===== config.mk =====
export PLATFORM = sky130hd
export DESIGN_NAME = sat_round
export DESIGN_NICKNAME = d
export VERILOG_FILES = /design/src/rtl/sat_round.sv
export SDC_FILE = /design/constraint.sdc
export NUM_CORES = 1
export LEC_CHECK = 0
export ABC_AREA = 0
export CAP_MARGIN = 30
export CORE_ASPECT_RATIO = 0.9
export CORE_MARGIN = 2
export CORE_UTILIZATION = 40
export DETAILED_ROUTE_END_ITERATION = 7
export GPL_TIMING_DRIVEN = 0
export PLACE_DENSITY = 0.78
export SLEW_MARGIN = 20
export SYNTH_ARGS = -nofsm -noshare
export SYNTH_HDL_FRONTEND = slang
export SYNTH_SLANG_ARGS = --single-unit

===== constraint.sdc =====
create_clock -name clk -period 4.4 [get_ports clk]
set_input_delay 0.44 -clock clk [delete_from_list [all_inputs] [get_ports clk]]
set_output_delay 0.44 -clock clk [all_outputs]
set_load 0.005 [all_outputs]

===== src/rtl/sat_round.sv =====
// sat_round: narrowing requantizer between the MAC accumulator and the FIR
// output port. A wide signed sample is rounded (SHIFT fractional LSBs
// dropped) in stage 1, then clamped to OUTPUT_WIDTH bits in stage 2 (the
// output register). The pipeline is a 2-deep valid/ready chain. A saturating
// counter tallies clamped beats that are taken downstream.
//
// Build option: SAT_ROUND_CONVERGENT_EN -- when defined, stage 1 rounds
// half-to-even instead of half-up. Timing and handshake are unchanged.
//
// Ports:
//   clk, rst            clock; synchronous active-high reset
//   din/din_valid/din_ready     input stream (INPUT_WIDTH signed)
//   dout/dout_valid/dout_ready  output stream (OUTPUT_WIDTH signed)
//   dout_sat            current output beat was clamped
//   sat_clear           synchronous clear of sat_count
//   sat_count           clamped beats accepted downstream, sticks at max
module sat_round #(
  parameter int INPUT_WIDTH  = 32,
  parameter int OUTPUT_WIDTH = 16,
  parameter int SHIFT        = 15,
  parameter int CNT_WIDTH    = 16
) (
  input  logic                    clk,
  input  logic                    rst,
  input  logic [INPUT_WIDTH-1:0]  din,
  input  logic                    din_valid,
  output logic                    din_ready,
  output logic [OUTPUT_WIDTH-1:0] dout,
  output logic                    dout_valid,
  input  logic                    dout_ready,
  output logic                    dout_sat,
  input  logic                    sat_clear,
  output logic [CNT_WIDTH-1:0]    sat_count
);
  // Width of the rounded value; one guard bit above the input keeps the
  // rounding add from wrapping.
  localparam int RW = INPUT_WIDTH + 1 - SHIFT;
  localparam int EW = INPUT_WIDTH + 1;

  logic          s1_valid;
  logic [RW-1:0] s1_r;
  logic          s1_en, s2_en;

  logic [EW-1:0] ext, rc, sum;
  logic [RW-1:0] r;

  // Stage 1 combinational: sign-extend, add rounding constant, drop LSBs.
  always_comb begin
    ext = {din[INPUT_WIDTH-1], din};
`ifdef SAT_ROUND_CONVERGENT_EN
    // Half-to-even: a tie only carries up when the kept LSB is already odd.
    rc  = (EW'(1) << (SHIFT - 1)) - EW'(1) + EW'(din[SHIFT]);
`else
    rc  = EW'(1) << (SHIFT - 1);
`endif
    sum = ext + rc;
    r   = sum[EW-1:SHIFT];
  end

  // Discarded fractional bits, kept visible only to mark them as intentional.
  logic unused_frac;
  assign unused_frac = ^sum[SHIFT-1:0];

  // Stage 2 combinational: the value fits iff every bit from the output sign
  // position up to the top of r agrees.
  logic [RW-OUTPUT_WIDTH:0] hi;
  logic                     in_range;
  logic [OUTPUT_WIDTH-1:0]  q;

  always_comb begin
    hi       = s1_r[RW-1:OUTPUT_WIDTH-1];
    in_range = (&hi) | ~(|hi);
    if (in_range)
      q = s1_r[OUTPUT_WIDTH-1:0];
    else if (s1_r[RW-1])
      q = {1'b1, {(OUTPUT_WIDTH-1){1'b0}}};
    else
      q = {1'b0, {(OUTPUT_WIDTH-1){1'b1}}};
  end

  // Handshake: each stage advances when its downstream slot is free or
  // draining this cycle. din_ready is combinational from dout_ready.
  assign s2_en     = !dout_valid || dout_ready;
  assign s1_en     = !s1_valid || s2_en;
  assign din_ready = s1_en;

  always_ff @(posedge clk) begin
    if (rst) begin
      s1_valid   <= 1'b0;
      s1_r       <= '0;
      dout_valid <= 1'b0;
      dout       <= '0;
      dout_sat   <= 1'b0;
    end else begin
      if (s1_en) begin
        s1_valid <= din_valid;
        if (din_valid) s1_r <= r;
      end
      if (s2_en) begin
        dout_valid <= s1_valid;
        if (s1_valid) begin
          dout     <= q;
          dout_sat <= ~in_range;
        end
      end
    end
  end

  // Counts clamped beats only when they actually leave; clear has priority.
  logic sat_xfer;
  assign sat_xfer = dout_valid && dout_ready && dout_sat;

  always_ff @(posedge clk) begin
    if (rst || sat_clear)
      sat_count <= '0;
    else if (sat_xfer && (sat_count != {CNT_WIDTH{1'b1}}))
      sat_count <= sat_count + CNT_WIDTH'(1);
  end
endmodule


==> impl_metrics.ini, run 1 <==
[power]
ir_worst_vdd_mv = 0.138
leakagePower_nw = 1.04
finalPower_w = 0.000931
power_density_mw_per_mm2 = 286

[routing]
vias = 2437
drt_iter0_markers = 47
via_per_inst = 5.64
first_pass_iters = 4
wire_per_inst_um = 13.3
drc = 0
ant_nets = 0
wl_um = 5730

[yosys]
syn_nets = 334
syn_area_mm2 = 0.00250
ys_types = 40
yosys.area_share.simple = 0.260
syn_avg_cell_area_um2 = 8.48
synth_top_family_by_area = simple AND/OR/NAND/NOR gates
synth_compound_gate_area_share = 0.205
yosys_warnings = 0
synth_xor_area_frac = 0.0525
synth_seq_cells = 53
ys_seq_area_frac = 0.424
synthesis.instances = 295
synthAdderAreaFrac = 0.0100
synth.mux.area_fraction = 0.00800

[timing]
max_freq_mhz = 482
fin_crit_ns = 2.07
worst_pin_slew_ns = 0.753
clock_skew_ns = 0.0117
final.setup.worst_slack_ns = 2.33
grt_setup_unrepaired = false
finalCritPeriodShare = 0.472
tns_ns = 0
setup_viol = 0
maxSlewHeadroom = 0.494
timing_hold_violations_final = 0
slew_violations = 0

[final_layout]
diodes = 0
fin_area_mm2 = 0.00326
nets = 398
layout_commonest_cell = clkdlybuf4s50_1
final_layout_size_suffix_gt1_frac = 0.0500
layout_common_cells = 57 x clkdlybuf4s50_1, 53 x dfxtp_1, 30 x nand2_1
syn2layout_area_growth_pct = 30.1

[critical_path]
critPathRequiredTime_ns = 3.96
worstSetupPathType = in -> out
critPathCaptureType = output pin
crit_fanout = 4
cp.arrival_ns = 1.63
crit_path_start_kind = input port

[die]
start_util = 0.412
design.core.area_mm2 = 0.00608
dieArea_mm2 = 0.00691
fp.dieH_um = 79.0
rows = 27
die_width_um = 87.4
io-pin-count = 72

[cts]
post_cts_resized = 0
cts_setup_buffers = 0
cts_buffers = 5
cts_buffer_depth = 2
cts.sinks = 53
cts.reportedPaths.clkPinSlew_ns = 0.10
cts_tree = yes
root_buffer = clkbuf_8
cts_htree_levels = 2
clk_latency_ns = 0.31
postCtsHoldBufs = 0

[place]
port_buffers = 57
dpl.hpwl_um = 4280
place_ws_ns = 2.03
gp_congestion = 0.833
dpl_cell_area_mm2 = 0.00316

[global_route]
antenna_found_initial = 0
grt_max_degree = 19
grt_overflow = 0
grt_pass1_vias = 2278
grt_pass1_wl_um = 9830
track_usage = 0.175

[status]
status = finished, final reports clean

[hold_path]
hp-class = reg -> reg

[flow_run]
max_cap_violations = 0
==> metal layers <==
layer,vias to the layer above,global-route usage,wire length (um)
met2,66,0.299,2780
met3,10,0.0385,238
met5,-,0,0
li1,1227,-,-
met1,1134,0.213,2590
met4,0,0.0677,126
==> worst paths after layout <==
check	endpoint	startpoint	cells past startpoint	slack (ns)
setup reg to reg	sat_count[0]	sat_count[0]	5	2.49
hold reg to reg	dout[2]	dout[2]	2	0.45
setup / recovery	din_ready	dout_ready	3	2.33
hold / removal	dout[2]	dout[2]	2	0.45
==> Yosys cell counts, drive strengths merged <==
cell      n  share of area
a21oi    29          0.058
inv       5         0.0075
a31oi     2         0.0050
and3      6          0.016
ha        2          0.010
nor2     27          0.041
o21ai     5          0.010
or2       2         0.0050
and2      2         0.0050
a2111oi   1         0.0035
nor3      8          0.016
o41ai     1         0.0035
buf       4          0.015
xor2      4          0.014
a41o      1         0.0040
or3       6          0.016
dfxtp    53           0.42
a211oi   16          0.048
clkbuf   12          0.018
nand2b    2         0.0050
nand3    10          0.020
o211ai   15          0.045
mux2i     2         0.0080
a311oi    1         0.0035
nor4b     1         0.0035
nor3b     1         0.0030
nor4      6          0.017
nand3b    1         0.0030
and4      3          0.011
o31ai     7          0.021
o311ai    1         0.0035
xnor2    11          0.038
nand4    11          0.033
or4       7          0.021
nand2    30          0.045
==> power breakdown <==
group	switching [W]	internal [W]
combinational	0.0000638	0.0000644
clock	0.000171	0.000116
sequential	0.0000132	0.000502
total	0.000248	0.000683
==> critical path, cell delays in order <==
cell             delay (ns)
clkdlybuf4s50_1        0.52
nand3b_1               0.16
clkdlybuf4s50_1        0.52
==> metrics by stage <==
step,cells,hold WS [ns],util
floorplan,295,0.447,-
global placement,424,0.443,0.520
detailed placement,424,0.447,0.520
CTS,432,0.460,0.536
global route,432,0.478,0.536
finish,432,0.454,0.536
==> kinds of logic after synthesis <==
kind of cell | Yosys count
AO/OA/AOI/OAI | 79
XOR/XNOR | 15
adder cells (fa/ha/maj) | 2
buffers and inverters | 21
flip-flops | 53
multiplexers | 2
AND/OR/NAND/NOR | 123
==> state kept, by name, indices dropped and copies added, names as in the netlist <==
register	count
sat_count	16
s1_r	18
dout	16
s1_valid	1
dout_sat	1
dout_valid	1
==> layout make-up <==
class / instances / area [um2]
plain buffers: 16 / 83.8
clock buffers: 5 / 68.8
clock inverters: 3 / 25.0
fillers: 590 / 2820
inverters: 5 / 18.8
multi-input cells: 221 / 1340
flip-flops and latches: 53 / 1060
well taps: 72 / 90.1
repair buffers: 57 / 571
Note: power is estimated with default switching activity, not from simulation.
==> inputs of run 2 (changes only) <==
clock period = 2.02 ns   (was 4.4 ns; I/O delays follow)
==> run 2 against run 1 <==
Against the previous run:
- sequential power rose by 120%
- utilization grew 0.14 points
- register-to-register slack worse by 2.3 ns
- die area stayed put
- clock skew increased by 0.0038 ns
- clock power is 120% higher
- total power is 120% higher
==> impl_metrics.ini, run 2 (same netlist as run 1, synthesis figures left out) <==
[timing]
maxSlewHeadroom = 0.671
max_freq_mhz = 542
setup_viol = 0
clock_skew_ns = 0.0155
timing_hold_violations_final = 0
slew_violations = 0
fin_crit_ns = 1.85
finalCritPeriodShare = 0.914
worst_pin_slew_ns = 0.490
grt_setup_unrepaired = false

[cts]
cts_htree_levels = 2
cts.sinks = 53
cts.reportedPaths.clkPinSlew_ns = 0.11
clk_latency_ns = 0.31
cts_buffers = 5
root_buffer = clkbuf_8
cts_tree = yes
cts_buffer_depth = 2

[final_layout]
layoutNonFillerInstCount = 432
largest_reg_flops = 18
top_regs = s1_r (18), dout (16), sat_count (16)
final_layout_size_suffix_gt1_frac = 0.0500
layout_common_cells = 57 x clkdlybuf4s50_1, 53 x dfxtp_1, 30 x nand2_1
diodes = 0
fin_util = 0.537
top_register = s1_r
fin_area_mm2 = 0.00327
syn2layout_area_growth_pct = 30.5
nets = 398
layout_commonest_cell = clkdlybuf4s50_1

[power]
leakagePower_nw = 1.06
clkPwrFrac = 0.309
power_density_mw_per_mm2 = 621
p_switching_w = 0.000542
p_sw_frac = 0.267
comb_power_share = 0.137
ir_worst_vdd_mv = 0.303
finalPower_w = 0.00203
p_seq_frac = 0.553
internal_power_w = 0.00149

[critical_path]
critPathRequiredTime_ns = 2.22
r2r_cells = 5
cp_cell_sequence = ha_1, nand3_1, or4_1, a31oi_1, nor3_1
r2r_end = sat_count[6]
critPathSlowestCell = or4_1
worstSetupPathType = reg -> reg
critPathCaptureType = flop
r2r_setup_slack_ns = 0.17
cp.arrival_ns = 2.05
crit_fanout = 6
r2r_start = sat_count[0]
crit_path_start_kind = flop
max_stage_delay_ns = 0.57

[routing]
drt_iter0_markers = 50
wire_per_inst_um = 13.3
via_per_inst = 5.74
first_pass_iters = 4
vias = 2481
drc = 0
ant_nets = 0
wl_um = 5760

[global_route]
grt_pass1_vias = 2278
grt_overflow = 0
track_usage = 0.175
grt_max_degree = 19
grt_pass1_wl_um = 9830
antenna_found_initial = 0

[flow_run]
max_cap_violations = 0

[hold_path]
min_path_cells = 2
hp-start = dout[2]
hp-class = reg -> reg
whs_endpoint = dout[2]

[place]
gp_congestion = 0.833
dpl.hpwl_um = 4280
dp_cells = 424
port_buffers = 57
dpl_cell_area_mm2 = 0.00316

[die]
die_width_um = 87.4
design.core.area_mm2 = 0.00608
fp.dieH_um = 79.0
rows = 27
io-pin-count = 72
start_util = 0.412
dieArea_mm2 = 0.00691

[status]
status = finished, final reports clean
==> run 2: cell count changes in the layout (fill, tap and decap cells not counted) <==
| cell | delta |
|---|---|
| nor4_2 | -1 |
| nor4_4 | +1 |
==> run 2: power groups by stage <==
| stage | Sequential [W] | Clock (W) | Combinational (W) |
|---|---|---|---|
| global route | 0.00113 | 0.000682 | 0.000311 |
| CTS | 0.00112 | 0.000641 | 0.000282 |
| detailed placement | 0.00115 | 0 | 0.000280 |
| finish | 0.00112 | 0.000628 | 0.000279 |
| global placement | 0.00115 | 0 | 0.000274 |
| floorplan | 0.00114 | 0 | 0.000142 |
==> run 2: cell type report <==
class,instances,area (um2)
Clock buffer,5,68.8
Timing Repair Buffer,57,571
Inverter,5,18.8
Clock inverter,3,25.0
Multi-Input combinational cell,221,1350
Sequential cell,53,1060
Tap cell,72,90.1
Fill cell,589,2820
Buffer,16,83.8
==> run 2: worst max-delay path by stage <==
stage,start,to,slack (ns),cells past startpoint
CTS,sat_count[0],sat_count[0],0.15,5
detailed placement,din[14],s1_r[17],-0.11,6
global route,sat_count[0],sat_count[6],0.01,5
floorplan,sat_count[0],sat_count[6],0.41,5
finish,sat_count[0],sat_count[6],0.17,5
global placement,din[14],s1_r[17],-0.09,6
==> run 2: per-layer routing <==
layer  vias up  part of all wire  global-route usage
met5         -                 0                   0
met4         0             0.021              0.0677
met3        14             0.045              0.0385
met2        84              0.49               0.299
met1      1154              0.44               0.213
li1       1229                 -                   -
==> run 2: critical path, delay by kind of cell, from the launching register on <==
| kind | cells | cell delay, ns |
|---|---|---|
| AND/OR/NAND/NOR | 3 | 0.87 |
| adder cells (fa/ha/maj) | 1 | 0.25 |
| AO/OA/AOI/OAI | 1 | 0.21 |
| flip-flops | 1 | 0.42 |
==> run 2: per-stage QoR <==
stage | setup slack (ns) | setup TNS (ns) | hold WS, ns
floorplan | 0.415 | 0 | 0.331
global placement | -0.0863 | -0.378 | 0.443
detailed placement | -0.111 | -0.707 | 0.447
CTS | 0.149 | 0 | 0.452
global route | 0.00991 | 0 | 0.466
finish | 0.174 | 0 | 0.454
==> run 2: what timing repair did <==
| item | CTS | global route |
|---|---|---|
| hold endpoints to repair | 0 | 0 |
| gates resized for setup | 0 | 1 |
| endpoints found under the setup margin | 0 | 5 |
| hold buffers | 0 | 0 |
| setup buffers | 0 | 0 |
